===== config.mk =====
export PLATFORM = sky130hd
export DESIGN_NAME = spi_slave
export DESIGN_NICKNAME = d
export VERILOG_FILES = /design/src/rtl/spi_pkg.sv /design/src/rtl/spi_piso.sv /design/src/rtl/spi_slave.sv
export SDC_FILE = /design/constraint.sdc
export NUM_CORES = 1
export LEC_CHECK = 0
export ABC_CLOCK_PERIOD_IN_PS = 1700
export CAP_MARGIN = 25
export CORE_MARGIN = 2
export CORE_UTILIZATION = 40
export CTS_CLUSTER_SIZE = 16
export DETAILED_ROUTE_END_ITERATION = 16
export SLEW_MARGIN = 25
export SYNTH_ARGS = -nofsm -noshare
export SYNTH_HDL_FRONTEND = slang
export SYNTH_SLANG_ARGS = --single-unit

===== constraint.sdc =====
create_clock -name clk -period 1.7 [get_ports clk]
set_input_delay 0.17 -clock clk [delete_from_list [all_inputs] [get_ports clk]]
set_output_delay 0.17 -clock clk [all_outputs]
set_load 0.01 [all_outputs]

===== src/rtl/spi_pkg.sv =====
// Shared definitions for the SPI-slave / single-port-RAM subsystem:
// frame widths, the front-end FSM state type and the RAM opcode values.
package spi_pkg;

  localparam int CMD_W  = 10;  // 2-bit opcode plus 8-bit payload
  localparam int DATA_W = 8;   // read-back data width

  // Opcodes carried in rx_data[9:8]; decoded by the RAM, not by the front end.
  localparam logic [1:0] WR_ADDR = 2'b00;
  localparam logic [1:0] WR_DATA = 2'b01;
  localparam logic [1:0] RD_ADDR = 2'b10;
  localparam logic [1:0] RD_DATA = 2'b11;

  typedef enum logic [2:0] {
    IDLE,
    CHK_CMD,
    WRITE,
    READ_ADD,
    READ_DATA
  } state_e;

endpackage


===== src/rtl/spi_piso.sv =====
// MISO serialiser: loads one read byte and shifts it out MSB-first, one bit
// per cycle, then drives 0. With SPI_TX_PARITY_EN defined, an odd-parity bit
// (XNOR-reduce of the byte) follows the 8th data bit. done_o pulses in the
// cycle whose closing edge returns MISO to 0 after a completed byte.
module spi_piso
  import spi_pkg::*;
(
  input  logic              clk,
  input  logic              rst,
  input  logic              clear_i,
  input  logic              load_i,
  input  logic [DATA_W-1:0] data_i,
  output logic              miso_o,
  output logic              done_o
);

  logic [DATA_W-2:0] sh_q, sh_d;       // bits still to send after the MSB
  logic [3:0]        left_q, left_d;   // data bits remaining in sh_q
  logic              miso_q, miso_d;
  logic              active_q, active_d;
`ifdef SPI_TX_PARITY_EN
  logic              par_q, par_d;
  logic              par_pend_q, par_pend_d;
`endif

  // Next-state logic for load / shift / drain of the serialiser.
  always_comb begin
    // NOTE: every signal written here gets a default first so no latch is inferred.
    sh_d     = sh_q;
    left_d   = left_q;
    miso_d   = 1'b0;
    active_d = active_q;
    done_o   = 1'b0;
`ifdef SPI_TX_PARITY_EN
    par_d      = par_q;
    par_pend_d = par_pend_q;
`endif
    if (clear_i) begin
      left_d   = 4'd0;
      active_d = 1'b0;
`ifdef SPI_TX_PARITY_EN
      par_pend_d = 1'b0;
`endif
    end else if (load_i) begin
      miso_d   = data_i[DATA_W-1];
      sh_d     = data_i[DATA_W-2:0];
      left_d   = 4'(DATA_W - 1);
      active_d = 1'b1;
`ifdef SPI_TX_PARITY_EN
      par_d      = ~^data_i;
      par_pend_d = 1'b1;
`endif
    end else if (left_q != 4'd0) begin
      miso_d = sh_q[DATA_W-2];
      sh_d   = {sh_q[DATA_W-3:0], 1'b0};
      left_d = left_q - 4'd1;
`ifdef SPI_TX_PARITY_EN
    end else if (par_pend_q) begin
      miso_d     = par_q;
      par_pend_d = 1'b0;
`endif
    end else if (active_q) begin
      active_d = 1'b0;
      done_o   = 1'b1;
    end
  end

  // Serialiser registers with synchronous reset.
  always_ff @(posedge clk) begin
    if (rst) begin
      sh_q     <= '0;
      left_q   <= 4'd0;
      miso_q   <= 1'b0;
      active_q <= 1'b0;
`ifdef SPI_TX_PARITY_EN
      par_q      <= 1'b0;
      par_pend_q <= 1'b0;
`endif
    end else begin
      sh_q     <= sh_d;
      left_q   <= left_d;
      miso_q   <= miso_d;
      active_q <= active_d;
`ifdef SPI_TX_PARITY_EN
      par_q      <= par_d;
      par_pend_q <= par_pend_d;
`endif
    end
  end

  assign miso_o = miso_q;

endmodule


===== src/rtl/spi_slave.sv =====
// SPI slave front end: deserialises 10-bit MOSI command frames into rx_data
// with a one-cycle rx_valid, and for read-data frames serialises the RAM's
// tx_data byte on MISO. Optional MISO parity bit: SPI_TX_PARITY_EN.
module spi_slave
  import spi_pkg::*;
(
  input  logic              clk,
  input  logic              rst,
  input  logic              MOSI,
  input  logic              SS_n,
  output logic              MISO,
  output logic [CMD_W-1:0]  rx_data,
  output logic              rx_valid,
  input  logic [DATA_W-1:0] tx_data,
  input  logic              tx_valid
);

  // Bit counter codes within a data state.
  localparam logic [3:0] CNT_LAST = 4'd8;   // sampling bit 0 of the frame
  localparam logic [3:0] CNT_WAIT = 4'd9;   // frame done, waiting / holding
  localparam logic [3:0] CNT_SENT = 4'd10;  // read byte captured for MISO

  state_e             state_q, state_d;
  logic [3:0]         cnt_q, cnt_d;
  logic [CMD_W-2:0]   shreg_q, shreg_d;     // bits 9..1 while a frame arrives
  logic [CMD_W-1:0]   rx_data_q, rx_data_d;
  logic               rx_valid_q, rx_valid_d;
  logic               seen_q, seen_d;       // rd_addr_seen
  logic               piso_load, piso_clear, piso_done;

  // FSM next state, frame deserialisation and read-response capture.
  always_comb begin
    state_d    = state_q;
    cnt_d      = cnt_q;
    shreg_d    = shreg_q;
    rx_data_d  = rx_data_q;
    rx_valid_d = 1'b0;
    seen_d     = seen_q;
    piso_load  = 1'b0;
    piso_clear = 1'b0;

    if (piso_done) seen_d = 1'b0;

    if (state_q == IDLE) begin
      if (!SS_n) begin
        state_d = CHK_CMD;
        cnt_d   = 4'd0;
      end
    end else if (SS_n) begin
      // Abort: partial frames are dropped and MISO is silenced.
      state_d    = IDLE;
      cnt_d      = 4'd0;
      piso_clear = 1'b1;
    end else begin
      case (state_q)
        CHK_CMD: begin
          shreg_d = {{(CMD_W-2){1'b0}}, MOSI};
          if (!MOSI)       state_d = WRITE;
          else if (seen_q) state_d = READ_DATA;
          else             state_d = READ_ADD;
        end
        WRITE, READ_ADD, READ_DATA: begin
          if (cnt_q < CNT_LAST) begin
            shreg_d = {shreg_q[CMD_W-3:0], MOSI};
            cnt_d   = cnt_q + 4'd1;
          end else if (cnt_q == CNT_LAST) begin
            rx_data_d  = {shreg_q, MOSI};
            rx_valid_d = 1'b1;
            cnt_d      = CNT_WAIT;
            if (state_q == READ_ADD) seen_d = 1'b1;
          end else if (state_q == READ_DATA && cnt_q == CNT_WAIT && tx_valid) begin
            piso_load = 1'b1;
            cnt_d     = CNT_SENT;
          end
        end
        default: state_d = IDLE;
      endcase
    end
  end

  // State and frame registers with synchronous reset.
  always_ff @(posedge clk) begin
    // NOTE: sequential state uses non-blocking assignments so all registers update together.
    if (rst) begin
      state_q    <= IDLE;
      cnt_q      <= 4'd0;
      shreg_q    <= '0;
      rx_data_q  <= '0;
      rx_valid_q <= 1'b0;
      seen_q     <= 1'b0;
    end else begin
      state_q    <= state_d;
      cnt_q      <= cnt_d;
      shreg_q    <= shreg_d;
      rx_data_q  <= rx_data_d;
      rx_valid_q <= rx_valid_d;
      seen_q     <= seen_d;
    end
  end

  spi_piso u_piso (
    .clk     (clk),
    .rst     (rst),
    .clear_i (piso_clear),
    .load_i  (piso_load),
    .data_i  (tx_data),
    .miso_o  (MISO),
    .done_o  (piso_done)
  );

  assign rx_data  = rx_data_q;
  assign rx_valid = rx_valid_q;

endmodule


# Yosys cells after proc, flatten, opt, wreduce, memory -nomap -nowiden
# Cells that the tools add are included.
# Widths: inputs -> output; s select.
classes:
  addsub: 2
  magnitude_cmp: 1
  eq_ne: 10
  mux: 43
  bitwise_logic: 5
  n_reduce_logical: 17
op_table:
  columns: ["cell", "n"]
  rows:
  - ["$mux 4", 7]
  - ["$mux 1", 24]
  - ["$mux 3", 7]
  - ["$pmux 9 s2", 1]
  - ["$mux 7", 2]
  - ["$mux 9", 1]
  - ["$eq 4x4->1 const B", 2]
  - ["$eq 3x2->1 const B", 2]
  - ["$ne 2x2->1 const B", 3]
  - ["$pmux 3 s2", 1]
  - ["$reduce_or 3->1", 2]
  - ["$not 1->1", 5]
  - ["$reduce_and 5->1", 1]
  - ["$reduce_bool 5->1", 1]
  - ["$reduce_or 5->1", 1]
  - ["$add 4x1->4 const B", 1]
  - ["$lt 4x4->1 const B", 1]
  - ["$reduce_and 2->1", 2]
  - ["$reduce_and 4->1", 1]
  - ["$reduce_bool 2->1", 2]
  - ["$reduce_bool 4->1", 1]
  - ["$sub 4x1->4 const B", 1]
  - ["$eq 3x1->1 const B", 1]
  - ["$eq 3x3->1 const B", 1]
  - ["6 further kinds", 7]
totals:
  register_bits: 41
  input_bits: 13
  output_inout_bits: 12
  elab_cells: 89

# Logic depth before layout (Yosys ltp)
# Gate-level depths: netlist (run 1).
logic_depth:
  ltp_word: 18
  depth_mapped: 7
  mapped_depth_nobuf: 6

# Modules after synthesis
# From an unflattened synthesis (run 1), not the netlist that was laid out.
unflattened:
  hier_cells: 223
  area_unflattened_um2: 2037.0
modules_own_cells:
  columns: ["mod", "instances", "cells_each", "area_per_inst_um2", "seq_area_each_um2"]
  rows:
  - ["spi_slave", 1, 154, 1372.6, 560.5]
  - ["spi_piso", 1, 69, 664.4, 260.2]

# Least setup slack after synthesis (run 1)
# Ideal clock, no wire load.
synth_timing:
  kind: "flip-flop to flip-flop"
  start: "reg cnt_q[0]"
  end: "reg u_piso.sh_q[2]"
  setup_ns: 0.119
  t_arrival_ns: 1.475
  required_time_ns: 1.581
  slack_ns: 0.106
  path_stages_with_launch: 8
  path_buffers: 1
  period_less_slack_ns: 1.594
  cell_sequence: "dfxtp_1 > inv_1 > ha_1 > and3b_1 > and3_1 > clkbuf_1 > a21oi_1 > o221a_2"
synth_between:
  elab_chain_len: 11
  word_cells_on_any_way: 14
  classes_between: "1 x order compare; 2 x eq/ne; 7 x mux; 4 x reduce/logical"
synth_lines:
  columns: ["item", "line", "rtl"]
  rows:
  - ["start: declaration", "spi_slave.sv:24", "logic [3:0] cnt_q, cnt_d;"]
  - ["start signal: assignment", "spi_slave.sv:93", "cnt_q <= cnt_d;"]
  - ["$eq 4x4->1", "spi_slave.sv:71", "end else if (state_q == READ_DATA && cnt_q == CNT_WAIT && tx_valid) begin"]
  - ["$logic_and 1x1->1 (2 in a row)", "spi_slave.sv:71", null]
  - ["$mux 1", "spi_slave.sv:71", null]
  - ["$mux 1", "spi_slave.sv:66", "end else if (cnt_q == CNT_LAST) begin"]
  - ["$mux 1 *", "spi_slave.sv:63", "if (cnt_q < CNT_LAST) begin"]
  - ["$mux 1 *", "spi_slave.sv:55", "case (state_q)"]
  - ["$mux 1 *", "spi_slave.sv:49", "end else if (SS_n) begin"]
  - ["$mux 1 *", "spi_slave.sv:44", "if (state_q == IDLE) begin"]
  - ["$reduce_bool 2->1 (no source line)", null, null]
  - ["$reduce_and 2->1 (no source line)", null, null]
  - ["end signal: assignment", "spi_piso.sv:71", "sh_q <= '0;"]
  - ["end signal: assignment", "spi_piso.sv:80", "sh_q <= sh_d;"]
  - ["end: declaration", "spi_piso.sv:17", "logic [DATA_W-2:0] sh_q, sh_d;"]
# Every way passes the cells marked *; elsewhere a longest branch is shown, timed or not.
# A chain may end at the register's enable or synchronous reset.

# Final worst setup path (run 1)
layout_timing:
  start: "reg cnt_q[1]"
  end: "reg u_piso.sh_q[5]"
# Same word-level chain as after synthesis.

==> results of run 1 <==
==> placed cells by master (no fill, tap or decap), types with 6 or more instances in the layout <==
cell type / synthesis / final
dfxtp_1: 41 / 38
clkdlybuf4s50_1: 0 / 24
mux2i_1: 21 / 21
buf_4: 4 / 20
nand2b_1: 19 / 19
a21oi_1: 15 / 15
nand2_1: 14 / 14
nor2_1: 14 / 14
inv_1: 12 / 12
nor3_1: 7 / 7
o221a_2: 6 / 6
clkbuf_8: 0 / 6
==> area by class of cell <==
class / instances / share of cell area [%]
clock buffers: 7 / 3.41
clock inverters: 1 / 1.19
inverters: 12 / 1.78
multi-input cells: 150 / 42.3
flip-flops and latches: 41 / 32.6
well taps: 67 / 3.32
repair buffers: 44 / 15.4
==> registers in the layout, indices dropped and copies added, names as in the netlist <==
| signal | count |
|---|---|
| rx_data | 10 |
| u_piso.sh_q | 7 |
| u_piso.left_q | 4 |
| cnt_q | 4 |
| u_piso.miso_o | 1 |
| rx_valid | 1 |
| seen_q | 1 |
| shreg_q | 9 |
| state_q | 3 |
| u_piso.active_q | 1 |
==> what timing repair did <==
action,in CTS,in global routing
gates resized for setup,1,5
buffers inserted,0,0
setup endpoints to repair,4,29
==> metal layers <==
layer	routed length (µm)	share of wire (%)	global-route usage, %
met1	2040	51	22.3
met2	1820	45	23.4
met3	120	3.0	3.66
met4	38	0.95	5.36
met5	0	0	0
==> critical path, cell delays in order (launching register included) <==
cell and delay [ns]:
dfxtp_1 0.33, inv_1 0.08, ha_1 0.19, and3b_1 0.20, nand3_2 0.12, buf_4 0.17
nand3_4 0.10, o221a_2 0.28
==> kinds of logic (layout without fill, tap and decap cells) <==
| family | count (synthesis) | after routing | share of synthesized area (%) |
|---|---|---|---|
| AOI/OAI and AO/OA | 40 | 40 | 15.1 |
| xor gates and xnor gates | 1 | 1 | 0.441 |
| adders and majority gates | 4 | 4 | 2.52 |
| buffers and inverters | 25 | 64 | 5.60 |
| DFF | 41 | 41 | 41.3 |
| muxes | 21 | 21 | 10.6 |
| and+or+nand+nor | 84 | 84 | 24.5 |
==> worst max-delay path by stage <==
stage	depth (start not counted)	slack [ns]	end	start
2_1_floorplan	7	0.11	u_piso.sh_q[2]	cnt_q[0]
3_3_place_gp	6	-0.004	u_piso.sh_q[5]	SS_n
3_5_place_dp	6	-0.01	u_piso.sh_q[1]	SS_n
4_1_cts	4	0.005	shreg_q[5]	state_q[2]
5_1_grt	7	0.008	u_piso.sh_q[4]	cnt_q[1]
6_report	7	0.11	u_piso.sh_q[5]	cnt_q[1]
==> where the power goes <==
part | switching [mW] | internal [mW] | total [mW]
Sequential | 0.0584 | 1.05 | 1.11
Clock | 0.325 | 0.479 | 0.803
Combinational | 0.278 | 0.310 | 0.588
==> metrics by stage <==
step,instance area [µm²],hold slack (ns)
after floorplan,1990,0.287
after global routing,2530,0.428
after detailed placement,2400,0.451
after global placement,2400,0.457
after CTS,2510,0.425
final,2530,0.434
==> metrics.cfg, run 1 <==
[clocking]
clkTransAtPathRegs_ns=0.08
cts.sinks=41
clk-insertion-delay-late_ns=0.29
h-tree-depth=2
clockBufferDepth=2
clock-root-buffer=clkbuf_8
cts_tree=yes
cts_hold_buf=0
cts_buffers=5

[logic_synthesis]
yosysSeqAreaShare_pct=41.3
ys_warn_count=0
synth.most_common_cell=dfxtp_1
synth_commonest_cells=41 x dfxtp_1, 21 x mux2i_1, 19 x nand2b_1
synth_top_cell_by_area=dfxtp_1
synthesis.instances=216
syn-cell-area_um2=1990
synthTopCellsByArea=dfxtp_1 41%, mux2i_1 11%, nand2b_1 6.0%
synth_edf_count=0
ys_ff_latch=41
synth_cell_types=46
synthFlopType=dfxtp_1
syn_nets=233
synthArstFlopShare_pct=0
syn_area_per_cell_um2=9.20
yosysTopAreaCellShare_pct=41.3

[min_path]
hold_path_class=in -> reg
hold_start=tx_data[7]
hold_depth=3
min_to=u_piso.miso_o

[global_route]
grt_max_degree=21
antenna_found_initial=0
grtUsageTotal_pct=15.7
grt_first_pass_wirelength_um=6760
grt_pass1_vias=1484
grt_overflow_total=0

[detailed_routing]
drc=0
via_per_inst=5.02
vias=1616
drt-initial-drc-count=61
wl_um=4020
first_pass_iters=4
ant_nets=0
avgRoutedWirePerCell_um=12.5

[setup_path]
arrival_ns=1.77
r2r_end=u_piso.sh_q[5]
critPathRequiredTime_ns=1.88
endpoint_kind=flip-flop
worstPathMaxFanout=6
ff2ff_path_depth=7
startpoint_type=flip-flop
r2r_setup_slack_ns=0.11
r2r-start=cnt_q[1]
crit_type=reg -> reg

[floorplanning]
coreArea_um2=4750
core.rowCount=25
die_y_um=74.5
ios=25
start_util_pct=41.8
die_area_um2=5550
die_x_um=74.5

[place]
dpl.hpwl_um=2870
gp_congestion=0.790
placed_cells=314
placement.io_buffers=24
dp_slack_ns=-0.0105

[cells_and_area]
synthToLayoutAreaGrowth_pct=27.2
fillers=470
nets=271
multiInputGateArea_um2=1070
final_util_pct=53.2
layoutNonFillerInstCount=322
diodes=0
drive_gt1_share_pct=19.2
final-seq-area_um2=825

[timing]
grt_setup_unrepaired=no
finalSetupViolations=0
tightest_slew_ns=0.331
timing.fmax_mhz=629
fin_tns_setup_ns=0
slew_headroom_pct=77.4
final.period_utilization_pct=93.6
clock_skew_ns=0.00907
fin_ws_ns=0.109
maxSlewViolCount=0
hold_viol=0
period_needed_ns=1.59

[power]
leakagePower_nw=1.01
ir_drop_mv=0.422
power_mw=2.50
power_density_nw_per_um2=988

[flow_run]
max_cap_violations=0

[status]
outcome=completed

Note: power is estimated with default switching activity, not from simulation.
==> run 2, diff against run 1 <==
--- a/config.mk
+++ b/config.mk
@@ -11,7 +11,6 @@
 export CORE_UTILIZATION = 40
 export CTS_CLUSTER_SIZE = 16
 export DETAILED_ROUTE_END_ITERATION = 16
-export SLEW_MARGIN = 25
 export SYNTH_ARGS = -nofsm -noshare
 export SYNTH_HDL_FRONTEND = slang
 export SYNTH_SLANG_ARGS = --single-unit
==> results of run 2 <==
Final layout, timing and power as in run 1 (identical DEF).
==> run 3, diff against run 2 <==
--- a/config.mk
+++ b/config.mk
@@ -8,9 +8,9 @@
 export ABC_CLOCK_PERIOD_IN_PS = 1700
 export CAP_MARGIN = 25
 export CORE_MARGIN = 2
-export CORE_UTILIZATION = 40
-export CTS_CLUSTER_SIZE = 16
+export CORE_UTILIZATION = 49
 export DETAILED_ROUTE_END_ITERATION = 16
+export PLACE_DENSITY = 0.75
 export SYNTH_ARGS = -nofsm -noshare
 export SYNTH_HDL_FRONTEND = slang
 export SYNTH_SLANG_ARGS = --single-unit
==> metrics.cfg, run 3 (synthesis gave the netlist of run 1 again) <==
[status]
outcome=completed

[power]
power_mw=2.32  ; -7.2%
leakagePower_nw=0.986  ; -2.2%
power.share.switching_pct=29.3  ; +2.9 points
ir_drop_mv=0.461  ; +9.3%
internal_power_mw=1.64  ; -11%
p_sw_mw=0.680  ; +2.9%
combPwrFrac_pct=25.6  ; +2.1 points
power_density_nw_per_um2=941  ; -4.8%
seqPwrFrac_pct=47.6  ; +3.3 points
p_clk_share_pct=26.8  ; -5.4 points

[setup_path]
endpoint_kind=flip-flop
ff2ff_path_depth=7  ; unchanged
startpoint_type=flip-flop
crit_type=reg -> reg
arrival_ns=1.78  ; about the same
worstPathMaxFanout=7  ; +1
critPathRequiredTime_ns=1.89  ; about the same

[cells_and_area]
design_area_um2=2460  ; -2.5%
fillers=341  ; -27%
drive_gt1_share_pct=18.6  ; -0.64 points
mostFrequentLayoutCell=dfxtp_1
diodes=0  ; unchanged
nets=269  ; -0.74%
layoutNonFillerInstCount=303  ; -5.9%
synthToLayoutAreaGrowth_pct=24.0
final_cell_mix=38 x dfxtp_1, 24 x clkdlybuf4s50_1, 21 x mux2i_1
largest_register_ff_count=10  ; unchanged

[timing]
fin_tns_setup_ns=0  ; unchanged
timing.fmax_mhz=626  ; -0.40%
finalSetupViolations=0  ; unchanged
tightest_slew_ns=0.321  ; -0.0100 ns
slew_headroom_pct=78.1  ; +0.69 points
final.period_utilization_pct=94.0  ; +0.37 points
clock_skew_ns=0.00354  ; -0.00553 ns
period_needed_ns=1.60  ; +0.00637 ns
hold_viol=0  ; unchanged
grt_setup_unrepaired=no
holdWs_ns=0.420  ; -0.0137 ns
maxSlewViolCount=0  ; unchanged

[floorplanning]
ios=25  ; unchanged
die_area_um2=4580  ; -17%
coreArea_um2=3940  ; -17%
start_util_pct=50.4  ; +8.6 points
die_y_um=67.7  ; -9.1%
core.rowCount=23  ; -8.0%
die_x_um=67.7  ; -9.1%

[global_route]
grt_max_degree=21  ; unchanged
grt_pass1_vias=1411  ; -4.9%
grt_overflow_total=0  ; unchanged
top_usage_layer=met2
grtUsageTotal_pct=18.9  ; +3.2 points
gr-usage-met1_pct=25.3  ; +3.0 points
grt_first_pass_wirelength_um=6520  ; -3.6%
antenna_found_initial=0  ; unchanged
use_met2_pct=29.2  ; +5.8 points
grtUsageMet3_pct=5.00  ; +1.3 points

[flow_run]
max_cap_violations=0  ; unchanged

[detailed_routing]
drt-initial-drc-count=72  ; +18%
drc=0  ; unchanged
first_pass_iters=4  ; unchanged
via_per_inst=5.26  ; +4.9%
ant_nets=0  ; unchanged
vias=1595  ; -1.3%
wl_um=3840  ; -4.4%
avgRoutedWirePerCell_um=12.7  ; +1.6%

[clocking]
clkTransAtPathRegs_ns=0.08  ; about the same
postCtsSetupRepairBufs=0  ; unchanged
clk-insertion-delay-late_ns=0.29  ; about the same
cts_tree=yes
cts.sinks=41  ; unchanged
h-tree-depth=2  ; unchanged
clockBufferDepth=2  ; unchanged
clock-root-buffer=clkbuf_8
cts_hold_buf=0  ; unchanged
cts_buffers=5  ; unchanged

[min_path]
hold_depth=3  ; unchanged
hold_path_class=in -> reg

[place]
gp_congestion=0.764  ; -3.3%
dpl_cell_area_um2=2360  ; -1.5%
dpl.hpwl_um=2810  ; -2.2%
placement.io_buffers=24  ; unchanged
placed_cells=295  ; -6.1%

[run 3: cell count changes in the layout (fill, tap and decap cells not counted)]
cell,before,now
buf_4,20,17
clkinv_2,0,2
and3_1,0,1
and3_2,1,0
buf_6,0,1
bufinv_16,1,0
clkbuf_1,1,0
clkbuf_8,6,5
clkinvlp_4,0,1
[run 3: path summary, 6_finish.rpt]
check / start / endpoint / slack [ns]
max: cnt_q[1] / u_piso.sh_q[2] / 0.10
min reg2reg: u_piso.active_q / u_piso.active_q / 0.47
max reg2reg: cnt_q[1] / u_piso.sh_q[2] / 0.10
min: tx_data[7] / u_piso.miso_o / 0.42
[run 3: metrics by stage]
step	setup slack, ns	util, %
after floorplan	0.106	-
after global placement	-0.00645	59.9
after detailed placement	-0.00598	59.9
after CTS	0.0167	62.2
after global routing	0.0157	62.5
final	0.103	62.5
[run 3: cell type report]
cell class / count / area [µm²] / share of cell area (%)
multi-input combinational: 150 / 1070 / 43.3
sequential: 41 / 825 / 33.5
timing repair buffer: 42 / 379 / 15.4
clock buffer: 5 / 68.8 / 2.79
tap: 50 / 62.6 / 2.54
inverter: 12 / 45.0 / 1.83
clock inverter: 3 / 17.5 / 0.711
[run 3: power groups by stage]
stage | combinational (mW) | clock [mW] | sequential [mW]
2_1_floorplan | 0.432 | 0 | 1.11
3_3_place_gp | 0.580 | 0 | 1.12
3_5_place_dp | 0.588 | 0 | 1.13
4_1_cts | 0.595 | 0.647 | 1.10
5_1_grt | 0.645 | 0.690 | 1.12
6_report | 0.593 | 0.622 | 1.10
[run 3: timing repair]
item / 4_1_cts / 5_1_grt
gates resized for setup: 1 / 5
pin swaps: 0 / 0
endpoints found under the setup margin: 2 / 30
[run 3: worst max-delay path, cell delays in order (launching register included)]
cell	delay, ns
dfxtp_2	0.36
inv_1	0.08
ha_1	0.19
and3b_1	0.20
nand3_2	0.11
buf_4	0.17
nand3_4	0.10
o221a_2	0.28
[run 3: per-layer routing]
layer | share of wire (%) | up-vias | wire length [µm]
met5 | 0 | - | 0
met4 | 1.5 | 0 | 59
met3 | 3.0 | 6 | 114
met2 | 46 | 21 | 1780
met1 | 49 | 737 | 1890
li1 | - | 831 | -
